<file path="src/rtl/seq_cmp.sv">
// seq_cmp: multi-cycle magnitude/equality comparator.
// Operands are compared CHUNK bits per cycle, most significant chunk first.
// Signed mode flips the sign bit of both operands on capture (offset binary)
// so that the chunk-by-chunk unsigned scan also orders two's-complement values.
// EARLY_EXIT=1 stops on the first differing chunk; EARLY_EXIT=0 always scans
// every chunk, giving constant latency, and keeps the first difference sticky.
module seq_cmp #(
    parameter int WIDTH      = 16,
    parameter int CHUNK      = 4,
    parameter int EARLY_EXIT = 1,
    localparam int NCHUNK    = WIDTH / CHUNK,
    localparam int CW        = $clog2(NCHUNK) + 1
) (
    input  logic             clk,
    input  logic             reset,
    input  logic             start,
    input  logic [WIDTH-1:0] a,
    input  logic [WIDTH-1:0] b,
    input  logic             signed_mode,
    output logic             ready,
    output logic             done,
    output logic             aeqb,
    output logic             agtb,
    output logic             altb,
    output logic [CW-1:0]    cycles
);

    typedef enum logic [1:0] {
        S_IDLE = 2'd0,
        S_CMP  = 2'd1,
        S_DONE = 2'd2
    } state_t;

    localparam logic [CW-1:0]    LAST_IDX  = CW'(NCHUNK - 1);
    localparam logic [CW-1:0]    CNT_ONE   = CW'(1);
    localparam logic [WIDTH-1:0] SIGN_MASK = {1'b1, {(WIDTH-1){1'b0}}};
    localparam bit               EE        = (EARLY_EXIT != 0);

    state_t            state_q, state_d;
    logic [WIDTH-1:0]  ra_q, ra_d;
    logic [WIDTH-1:0]  rb_q, rb_d;
    logic [CW-1:0]     cnt_q, cnt_d;
    logic              gt_q, gt_d;
    logic              lt_q, lt_d;
    logic              aeqb_q, aeqb_d;
    logic              agtb_q, agtb_d;
    logic              altb_q, altb_d;
    logic [CW-1:0]     cycles_q, cycles_d;

    logic [CHUNK-1:0]  top_a_s;
    logic [CHUNK-1:0]  top_b_s;
    logic              chunk_gt_s;
    logic              chunk_lt_s;
    logic              last_s;
    logic              finish_s;
    logic              fin_gt_s;
    logic              fin_lt_s;
    logic              ready_s;
    logic              done_s;

    // Current chunk comparison and the decision whether this is the final compare.
    always_comb begin
        top_a_s    = ra_q[WIDTH-1 -: CHUNK];
        top_b_s    = rb_q[WIDTH-1 -: CHUNK];
        chunk_gt_s = (top_a_s > top_b_s);
        chunk_lt_s = (top_a_s < top_b_s);
        last_s     = (cnt_q == LAST_IDX);
        // The first difference wins; later chunks cannot override a set flag.
        fin_gt_s   = gt_q | (~lt_q & chunk_gt_s);
        fin_lt_s   = lt_q | (~gt_q & chunk_lt_s);
        finish_s   = last_s | (EE & (chunk_gt_s | chunk_lt_s));
    end

    // State register with synchronous reset.
    always_ff @(posedge clk) begin
        if (reset) begin
            state_q <= S_IDLE;
        end else begin
            state_q <= state_d;
        end
    end

    // Next-state logic.
    always_comb begin
        state_d = state_q;
        case (state_q)
            S_IDLE: begin
                if (start) begin
                    state_d = S_CMP;
                end else begin
                    state_d = S_IDLE;
                end
            end
            S_CMP: begin
                if (finish_s) begin
                    state_d = S_DONE;
                end else begin
                    state_d = S_CMP;
                end
            end
            S_DONE:  state_d = S_IDLE;
            default: state_d = S_IDLE;
        endcase
    end

    // Handshake outputs decoded from the state register.
    always_comb begin
        ready_s = 1'b0;
        done_s  = 1'b0;
        case (state_q)
            S_IDLE:  ready_s = 1'b1;
            S_CMP:   ready_s = 1'b0;
            S_DONE:  done_s  = 1'b1;
            default: ready_s = 1'b0;
        endcase
    end

    // Datapath next values: operand capture, chunk shifting, sticky flags, result load.
    always_comb begin
        ra_d     = ra_q;
        rb_d     = rb_q;
        cnt_d    = cnt_q;
        gt_d     = gt_q;
        lt_d     = lt_q;
        aeqb_d   = aeqb_q;
        agtb_d   = agtb_q;
        altb_d   = altb_q;
        cycles_d = cycles_q;
        case (state_q)
            S_IDLE: begin
                if (start) begin
                    if (signed_mode) begin
                        ra_d = a ^ SIGN_MASK;
                        rb_d = b ^ SIGN_MASK;
                    end else begin
                        ra_d = a;
                        rb_d = b;
                    end
                    cnt_d = '0;
                    gt_d  = 1'b0;
                    lt_d  = 1'b0;
                end else begin
                    cnt_d = cnt_q;
                end
            end
            S_CMP: begin
                cnt_d = cnt_q + CNT_ONE;
                gt_d  = fin_gt_s;
                lt_d  = fin_lt_s;
                ra_d  = ra_q << CHUNK;
                rb_d  = rb_q << CHUNK;
                if (finish_s) begin
                    agtb_d   = fin_gt_s;
                    altb_d   = fin_lt_s;
                    aeqb_d   = ~(fin_gt_s | fin_lt_s);
                    cycles_d = cnt_q + CNT_ONE;
                end else begin
                    cycles_d = cycles_q;
                end
            end
            S_DONE:  cnt_d = cnt_q;
            default: cnt_d = cnt_q;
        endcase
    end

    // Datapath and result registers; reset clears everything including held results.
    always_ff @(posedge clk) begin
        if (reset) begin
            ra_q     <= '0;
            rb_q     <= '0;
            cnt_q    <= '0;
            gt_q     <= 1'b0;
            lt_q     <= 1'b0;
            aeqb_q   <= 1'b0;
            agtb_q   <= 1'b0;
            altb_q   <= 1'b0;
            cycles_q <= '0;
        end else begin
            ra_q     <= ra_d;
            rb_q     <= rb_d;
            cnt_q    <= cnt_d;
            gt_q     <= gt_d;
            lt_q     <= lt_d;
            aeqb_q   <= aeqb_d;
            agtb_q   <= agtb_d;
            altb_q   <= altb_d;
            cycles_q <= cycles_d;
        end
    end

    assign ready  = ready_s;
    assign done   = done_s;
    assign aeqb   = aeqb_q;
    assign agtb   = agtb_q;
    assign altb   = altb_q;
    assign cycles = cycles_q;

endmodule

</file>
<file path="config.mk">
export PLATFORM = sky130hd
export DESIGN_NAME = seq_cmp
export DESIGN_NICKNAME = d
export VERILOG_FILES = /design/src/rtl/seq_cmp.sv
export SDC_FILE = /design/constraint.sdc
export NUM_CORES = 1
export LEC_CHECK = 0
export BUFFER_PORTS_ARGS = -buffer_cell sky130_fd_sc_hd__clkbuf_2
export CAP_MARGIN = 20
export CORE_ASPECT_RATIO = 0.5
export CORE_MARGIN = 3
export CORE_UTILIZATION = 30
export DETAILED_ROUTE_END_ITERATION = 16
export GPL_ROUTABILITY_DRIVEN = 0
export PLACE_DENSITY = 0.52
export SLEW_MARGIN = 5
export SYNTH_ARGS = -nofsm -noshare
export SYNTH_HDL_FRONTEND = slang
export SYNTH_SLANG_ARGS = --single-unit
</file>
<file path="constraint.sdc">
create_clock -name clk -period 2.39 [get_ports clk]
set_input_delay 0.239 -clock clk [delete_from_list [all_inputs] [get_ports clk]]
set_output_delay 0.239 -clock clk [all_outputs]
set_load 0.01 [all_outputs]
</file>
==> flow_metrics.py, run 1 <==
metrics = {
    "detailed_routing": {
        "first_pass_iters": 4,
        "ant_nets": 0,
        "wirelength_um": 4999,
        "wl_per_cell_um": 13.55,
        "vias": 1832,
        "drtIter0Drc": 132,
        "route.detailed.drc": 0,
        "vias_per_cell": 4.965,
    },
    "global_route": {
        "grt_max_degree": 36,
        "grt_pass1_wl_um": 8176,
        "grt_use_total_pct": 12.70,
        "grt_pass1_vias": 1807,
        "gr-total-overflow": 0,
        "antenna_found_initial": 0,
    },
    "power": {
        "p_leak_uw": 0.001002,
        "p_per_area_mw_per_mm2": 818.2,
        "ir_worst_vdd_uv": 361.3,
    },
    "final_layout": {
        "fin_nets": 324,
        "drive_gt1_share_pct": 23.84,
        "n_antenna_cell": 0,
        "area_delta_synth_final_pct": 19.18,
        "layout_commonest_cell": "nand2_1",
        "final_core_util_pct": 38.86,
        "layout_common_cells": "nand2_1, dfxtp_1, clkbuf_2",
    },
    "setup_path": {
        "start_kind": "flip-flop",
        "cp-end-kind": "flip-flop",
        "worstPathArrival_ns": 1.91,
        "critPathMaxFanout": 5,
        "crit_required_ns": 2.51,
        "reg2reg_depth": 6,
        "worstReg2RegEnd": "agtb",
        "r2r_start": "rb_q[15]",
        "crit_type": "flip-flop to flip-flop",
        "r2r_setup_slack_ns": 0.61,
    },
    "sta": {
        "fmax_mhz": 561.1,
        "setup_viol": 0,
        "relSlewSlack_pct": 51.05,
        "fin_crit_ns": 1.782,
        "rsz0062_at_grt": "false",
        "hold_viol": 0,
        "slew_viol_final": 0,
        "setup_tns_ns": 0,
        "finalClockSkew_ns": 0.004778,
        "tightest_slew_ns": 0.7343,
        "min_period_over_period_pct": 74.57,
    },
    "clock_network": {
        "hold_buffers": 0,
        "post_cts_resized": 0,
        "cts_root_buf": "clkbuf_16",
        "clock-sinks": 45,
        "cts_setup_buffers": 0,
        "clockBufferDepth": 2,
        "cts_buffers": 5,
        "h-tree-depth": 2,
        "clock_latency_ns": 0.27,
        "clk_pin_slew_ns": 0.06,
        "cts_tree": "done",
    },
    "floorplan": {
        "die_area_mm2": 0.008032,
        "io_pins": 44,
        "start_util_pct": 32.61,
        "coreArea_mm2": 0.006381,
        "rows": 20,
        "fp.dieW_um": 123.8,
        "die_h_um": 64.89,
    },
    "job": {
        "maxCapViolations": 0,
    },
    "min_path": {
        "min-delay-start": "b[3]",
        "hold_end": "rb_q[3]",
        "hp-class": "input pin to flip-flop",
        "whs_path_depth": 3,
    },
    "logic_synthesis": {
        "synth_cells": 247,
        "ys_ff_latch": 45,
        "seq_area_frac_synth_pct": 43.30,
        "synth_area_leaders": "dfxtp_1, nand2_1, a311oi_1",
        "ys_warn_count": 0,
        "syn_nets": 289,
        "synth_area_leader_cell": "dfxtp_1",
        "avgSynthCellArea_um2": 8.424,
        "syn_area_mm2": 0.002081,
        "synth_top_area_share_pct": 43.30,
        "yosys.cell_types.count": 37,
    },
    "run_status": {
        "status": "completed",
    },
    "place": {
        "io_buffers": 43,
        "hpwl_um": 3507,
    },
}
[worst max-delay path by stage]
stage,slack [ns],endpoint,from,depth (start not counted)
finish,0.61,agtb,rb_q[15],6
global route,0.48,aeqb,rb_q[15],6
CTS,0.60,agtb,rb_q[15],6
detailed placement,0.61,agtb,rb_q[15],6
global placement,0.65,agtb,rb_q[15],6
floorplan,0.73,agtb,rb_q[15],6
[per-layer routing]
metal / track usage (%) / routed length (um)
met4: 2.759 / 29
met1: 16.77 / 2546
met3: 3.313 / 169
met2: 20.85 / 2253
met5: 0 / 0
[per-stage QoR]
stage                     hold slack (ns)  area, um^2  setup slack, ns  total power (uW)  std cells
after floorplan                    0.3750        2081           0.7343              1284        247
after global placement             0.4469        2350           0.6477              1408        363
after detailed placement           0.4570        2350           0.6124              1416        363
after CTS                          0.1836        2480           0.5962              2058        369
after global routing               0.1999        2480           0.4800              2150        369
final                              0.1913        2480           0.6079              2029        369
[cells by family after synthesis]
group	share of synthesized area, %
compound gates	23.57
xor+xnor	0.8420
fa+ha+maj	3.608
buf+inv	6.134
flops	43.30
simple gates	22.55
[state kept, by name, indices dropped and copies added (netlist names)]
signal / cells
ra_q: 16
rb_q: 16
cnt_q: 3
cycles: 3
state_q: 2
aeqb: 1
agtb: 1
altb: 1
gt_q: 1
lt_q: 1
[where the power goes]
| part | total, uW | switching (uW) | internal [uW] | leakage, uW |
|---|---|---|---|---|
| Clock | 630 | 257 | 373 | 0.0000655 |
| Sequential | 894 | 55.6 | 838 | 0.000370 |
| Combinational | 505 | 299 | 206 | 0.000566 |
[layout make-up]
class,instances,area (um^2)
Clock inverter,1,5.005
Inverter,7,26.28
Fill cell,685,3901
Multi-Input combinational cell,176,1055
Tap cell,88,110.1
Timing Repair Buffer,47,257.7
Clock buffer,5,125.1
Sequential cell,45,900.9
[synthesized netlist by cell type]
library cell / n
a211oi_2: 3
a21o_4: 1
a21oi_1: 19
a21oi_2: 1
a22oi_1: 2
a311oi_1: 22
a311oi_2: 1
a31oi_1: 1
a32oi_1: 1
and2b_2: 1
and4_2: 1
buf_2: 9
buf_4: 1
buf_6: 2
clkbuf_1: 7
dfxtp_1: 45
ha_1: 6
inv_1: 7
nand2_1: 55
nand2_2: 1
nand2b_1: 1
nand3_1: 10
nor2_1: 32
nor2_4: 1
nor2b_1: 2
nor3_1: 1
nor3b_1: 1
nor3b_4: 1
o2111ai_1: 1
o211a_1: 1
o211ai_1: 1
o21ai_0: 3
o311a_4: 1
o311ai_4: 1
o31ai_1: 1
or3_1: 1
xor2_1: 2
[worst max-delay path, stage by stage (launching register included)]
cell,delay (ns)
dfxtp_1,0.33
inv_1,0.04
ha_1,0.32
a21o_4,0.25
o311a_4,0.39
nor2_4,0.18
a311oi_2,0.12
No activity file was read; power rests on OpenSTA's default activity.
==> run 2, diff against run 1 <==
--- a/config.mk
+++ b/config.mk
@@ -5,6 +5,7 @@
 export SDC_FILE = /design/constraint.sdc
 export NUM_CORES = 1
 export LEC_CHECK = 0
+export ABC_AREA = 1
 export BUFFER_PORTS_ARGS = -buffer_cell sky130_fd_sc_hd__clkbuf_2
 export CAP_MARGIN = 20
 export CORE_ASPECT_RATIO = 0.5
==> constraint.sdc (replaced) <==
create_clock -name clk -period 1.8 [get_ports clk]
set_input_delay 0.18 -clock clk [delete_from_list [all_inputs] [get_ports clk]]
set_output_delay 0.18 -clock clk [all_outputs]
set_load 0.01 [all_outputs]
==> flow_metrics.py, run 2 <==
metrics = {
    "logic_synthesis": {
        "async_flop_share_pct": 0,
        "syn_area_mm2": 0.001969,
        "synth.most_common_cell": "nand2_1",
        "synth_area_leaders": "dfxtp_1, nand2_1, a31oi_1",
        "syn_nets": 300,
        "seq_area_frac_synth_pct": 45.74,
        "synth_flop_cell": "dfxtp_1",
        "ys_warn_count": 0,
        "avgSynthCellArea_um2": 7.633,
        "synth_top_area_share_pct": 45.74,
        "ys_ff_latch": 45,
        "synth_area_leader_cell": "dfxtp_1",
        "yosys.cell_types.count": 27,
        "synth_common_cells": "nand2_1, dfxtp_1, a31oi_1",
        "synth_cells": 258,
        "synth-edff-count": 0,
    },
    "run_status": {
        "status": "completed",
    },
    "final_layout": {
        "final.fill_count": 663,
        "reg.largest.list": "ra_q x16, rb_q x16",
        "drive_gt1_share_pct": 22.00,
        "layout_commonest_cell": "nand2_1",
        "design_area_mm2": 0.002416,
        "fin_nets": 341,
        "layout_common_cells": "nand2_1, dfxtp_1, clkbuf_2",
        "n_antenna_cell": 0,
        "area_delta_synth_final_pct": 22.68,
    },
    "sta": {
        "fmax_mhz": 627.5,
        "tightest_slew_ns": 0.3632,
        "slew_viol_final": 0,
        "setup_tns_ns": 0,
        "relSlewSlack_pct": 75.76,
        "finalClockSkew_ns": 0.003719,
        "setup_viol": 0,
        "rsz0062_at_grt": "false",
        "fin_crit_ns": 1.594,
        "hold_viol": 0,
        "min_period_over_period_pct": 88.54,
    },
    "setup_path": {
        "crit_start": "rb_q[15]",
        "reg2reg_depth": 11,
        "crit_required_ns": 2.02,
        "worstReg2RegEnd": "aeqb",
        "critPathMaxFanout": 6,
        "r2r_start": "rb_q[15]",
        "cp-end-kind": "flip-flop",
        "start_kind": "flip-flop",
        "r2r_setup_slack_ns": 0.21,
        "crit_type": "flip-flop to flip-flop",
        "worstPathArrival_ns": 1.81,
        "cp-endpoint": "aeqb",
    },
    "detailed_routing": {
        "vias": 1811,
        "vias_per_cell": 4.668,
        "route.detailed.drc": 0,
        "wirelength_um": 4732,
        "wl_per_cell_um": 12.20,
        "first_pass_iters": 4,
        "drtIter0Drc": 103,
        "ant_nets": 0,
    },
    "floorplan": {
        "fp.dieW_um": 120.6,
        "die_h_um": 63.29,
        "coreArea_mm2": 0.006206,
        "die_area_mm2": 0.007632,
        "start_util_pct": 31.73,
        "io_pins": 44,
        "rows": 20,
    },
    "place": {
        "postPlaceCellArea_mm2": 0.002265,
        "hpwl_um": 3402,
        "io_buffers": 43,
    },
    "min_path": {
        "hp-class": "input pin to flip-flop",
    },
    "clock_network": {
        "clockBufferDepth": 2,
        "clock_latency_ns": 0.28,
        "cts_buffers": 5,
        "cts_root_buf": "clkbuf_16",
        "hold_buffers": 0,
        "clock-sinks": 45,
        "clk_pin_slew_ns": 0.06,
        "h-tree-depth": 2,
        "cts_tree": "done",
    },
    "global_route": {
        "grt_pass1_wl_um": 8086,
        "gr-total-overflow": 0,
        "antenna_found_initial": 0,
        "grt_use_total_pct": 13.38,
        "grt_max_degree": 31,
        "grtUsageMet3_pct": 4.484,
        "met2_usage_pct": 20.92,
        "grt_pass1_vias": 1754,
        "busiest_layer": "met2",
        "grt_use_met1_pct": 17.53,
    },
    "power": {
        "p_leak_uw": 0.001055,
        "ir_worst_vdd_uv": 402.7,
        "p_per_area_mw_per_mm2": 1123,
    },
    "job": {
        "maxCapViolations": 0,
    },
}
run 2: area by class of cell:
type	instances	area, um^2	share of cell area (%)
Clock buffer	6	128.9	5.334
Multi-Input combinational cell	179	914.6	37.86
Clock inverter	2	10.01	0.4143
Sequential cell	45	900.9	37.29
Inverter	17	63.81	2.641
Timing Repair Buffer	51	287.8	11.91
Tap cell	88	110.1	4.557
run 2: power breakdown:
group / switching (uW) / internal (uW) / total, uW
clock network: 373 / 510 / 883
registers: 68.2 / 1120 / 1190
logic: 400 / 238 / 638
total: 841 / 1870 / 2710
run 2: worst max-delay path, stage by stage, from the launching register on:
cell and delay, ns:
dfxtp_1 0.30, inv_1 0.04, ha_1 0.28, nand2_1 0.13
inv_1 0.05, nand2_1 0.06, nand2_1 0.12, nand2_2 0.17
nand2_2 0.11, nor2_1 0.12, nor2_1 0.05, nor2_1 0.10
run 2: timing repair:
action / in CTS / in global routing
resized for setup: 0 / 4
endpoints found under the setup margin: 0 / 5
setup buffers: 0 / 1
run 2: cells by family (layout without fill, tap and decap cells):
| logic type | count (synthesis) | after routing | synth area share [%] |
|---|---|---|---|
| xor gates and xnor gates | 2 | 2 | 0.8896 |
| adders and majority gates | 6 | 6 | 3.812 |
| DFF | 45 | 45 | 45.74 |
| AOI/OAI and AO/OA | 70 | 70 | 20.01 |
| and+or+nand+nor | 101 | 101 | 21.48 |
| buffers and inverters | 34 | 76 | 8.068 |
run 2: stage by stage:
step	instances	setup WS [ns]	power, uW	hold slack [ns]	utilization [%]
after floorplan	258	0.3321	1658	0.3410	-
after global routing	388	0.02148	2900	0.1336	38.93
after global placement	379	0.1470	1825	0.4282	36.49
after detailed placement	379	0.1203	1833	0.4363	36.49
after CTS	387	0.1052	2719	0.1340	38.73
final	388	0.2063	2714	0.1347	38.93
run 2: worst min path at each step:
| stage | startpoint | end | slack (ns) | cells past startpoint |
|---|---|---|---|---|
| global placement | a[9] | ra_q[9] | 0.43 | 3 |
| CTS | a[9] | ra_q[9] | 0.13 | 3 |
| finish | a[9] | ra_q[9] | 0.13 | 3 |
| global route | a[13] | ra_q[13] | 0.13 | 3 |
| detailed placement | a[13] | ra_q[13] | 0.44 | 3 |
| floorplan | a[4] | ra_q[4] | 0.34 | 2 |
run 2: metal layers:
metal	up-vias	part of all wire, %
met5	-	0
met4	0	0.87
met3	4	3.5
met2	20	46
met1	842	50
li1	945	-
==> run 3, diff against run 2 <==
--- a/config.mk
+++ b/config.mk
@@ -6,7 +6,7 @@
 export NUM_CORES = 1
 export LEC_CHECK = 0
 export ABC_AREA = 1
-export BUFFER_PORTS_ARGS = -buffer_cell sky130_fd_sc_hd__clkbuf_2
+export BUFFER_PORTS_ARGS = -buffer_cell sky130_fd_sc_hd__buf_2
 export CAP_MARGIN = 20
 export CORE_ASPECT_RATIO = 0.5
 export CORE_MARGIN = 3
==> flow_metrics.py, run 3 (synthesis results as in run 2) <==
metrics = {
    "run_status": {
        "status": "completed",
    },
    "sta": {
        "finalClockSkew_ns": 0.004774,
        "hold_slack_ns": 0.1553,
        "setup_viol": 0,
        "fin_crit_ns": 1.625,
        "tightest_slew_ns": 0.3003,
        "fin_ws_ns": 0.1754,
        "hold_viol": 0,
        "fmax_mhz": 615.6,
        "relSlewSlack_pct": 79.98,
        "min_period_over_period_pct": 90.25,
        "slew_viol_final": 0,
    },
    "min_path": {
        "min-delay-start": "a[9]",
        "whs_path_depth": 3,
        "hold_end": "ra_q[9]",
        "hp-class": "input pin to flip-flop",
    },
    "global_route": {
        "gr-total-overflow": 0,
        "antenna_found_initial": 0,
        "grt_max_degree": 31,
        "grt_pass1_wl_um": 8266,
        "grt_pass1_vias": 1789,
        "grt_use_total_pct": 13.39,
    },
    "detailed_routing": {
        "wl_per_cell_um": 12.40,
        "first_pass_iters": 4,
        "ant_nets": 0,
        "vias": 1840,
        "wirelength_um": 4799,
        "route.detailed.drc": 0,
        "vias_per_cell": 4.755,
        "drtIter0Drc": 80,
    },
    "setup_path": {
        "worstPathArrival_ns": 1.80,
        "cp_common_cell": "nand2_1",
        "worstReg2RegEnd": "altb",
        "crit_required_ns": 1.98,
        "r2r_setup_slack_ns": 0.18,
        "cp_slowest_cell": "dfxtp_1",
        "reg2reg_depth": 10,
        "r2r_start": "rb_q[15]",
        "cp-end-kind": "flip-flop",
        "cp_num_buf_inv": 2,
        "crit_family": "simple AND/OR/NAND/NOR gates",
        "start_kind": "flip-flop",
        "crit_type": "flip-flop to flip-flop",
        "critPathMaxFanout": 6,
        "crit_start": "rb_q[15]",
        "critPathMaxStageDelay_ns": 0.31,
        "crit_chain": "inv_1 -> ha_1 -> nand2_1 -> inv_1 -> nand2_1 -> nand2_1 -> nand2_2 -> nand2_1 -> o21ai_0 -> nor2_1",
    },
    "place": {
        "postPlaceCellArea_mm2": 0.002277,
        "io_buffers": 43,
        "placed_cells": 379,
        "hpwl_um": 3398,
        "pre_cts_slack_ns": 0.1283,
    },
    "final_layout": {
        "final_cells": 387,
        "reg.largest.list": "ra_q x16, rb_q x16",
        "ff_latch_area_um2": 900.9,
        "fin_nets": 340,
        "drive_gt1_share_pct": 21.40,
        "layout_common_cells": "nand2_1, dfxtp_1, buf_2",
        "layout_commonest_cell": "nand2_1",
        "area_delta_synth_final_pct": 24.52,
        "design_area_mm2": 0.002452,
        "final.fill_count": 679,
        "n_antenna_cell": 0,
        "multi_input_area_um2": 912.1,
    },
    "power": {
        "ir_worst_vdd_uv": 421.1,
        "p_leak_uw": 0.001066,
        "p_per_area_mw_per_mm2": 1176,
    },
    "clock_network": {
        "cts_root_buf": "clkbuf_16",
        "clock_latency_ns": 0.28,
        "clk_pin_slew_ns": 0.06,
        "h-tree-depth": 2,
        "cts_buffers": 5,
        "cts_tree": "done",
        "clockBufferDepth": 2,
        "clock-sinks": 45,
        "cts_setup_buffers": 0,
    },
    "floorplan": {
        "io_pins": 44,
        "die_h_um": 63.29,
        "start_util_pct": 31.73,
        "coreArea_mm2": 0.006206,
        "die_area_mm2": 0.007632,
        "fp.dieW_um": 120.6,
        "rows": 20,
    },
    "job": {
        "maxCapViolations": 0,
    },
}
==> run 3: worst max-delay path by stage <==
stage           end  slack, ns  cells past startpoint
2_1_floorplan  altb       0.33                     10
3_3_place_gp   altb       0.18                     10
3_5_place_dp   altb       0.13                     10
4_1_cts        altb       0.12                     10
5_1_grt        altb      -0.02                     10
6_report       altb       0.18                     10
==> run 3: what timing repair did <==
| action | 4_1_cts | 5_1_grt |
|---|---|---|
| setup endpoints to repair | 0 | 5 |
| resized for setup | 0 | 1 |
| hold buffers | 0 | 0 |
==> run 3: final cells by class <==
class                      instances  area share, %
multi-input combinational        179          37.19
sequential                        45          36.73
timing repair buffer              50          11.94
clock buffer                       7          5.816
tap                               88          4.490
inverter                          17          2.602
clock inverter                     1          1.224
==> run 3: per-layer routing <==
layer  up-vias  wire length, um  track usage (%)
met5         -                0                0
met4         0               50            4.237
met3         5              162            3.408
met2        20             2117            20.92
met1       872             2468            18.17
li1        943                -                -
==> run 3: power breakdown <==
part | internal [uW] | switching (uW)
clock network | 694 | 372
registers | 1120 | 69.7
logic | 234 | 391
total | 2050 | 832
==> run 3: stage by stage <==
stage | setup TNS [ns] | power, uW | utilization [%]
6_report | 0 | 2884 | 39.52
5_1_grt | -0.03562 | 3066 | 39.52
4_1_cts | 0 | 2900 | 39.48
3_5_place_dp | 0 | 1836 | 36.69
3_3_place_gp | 0 | 1828 | 36.69
2_1_floorplan | 0 | 1658 | -
==> run 3: tightest hold or removal path: cells and delay by family <==
| family | cells | cell delay, ns |
|---|---|---|
| buf+inv | 1 | 0.09 |
| compound gates | 1 | 0.07 |
| simple gates | 1 | 0.05 |
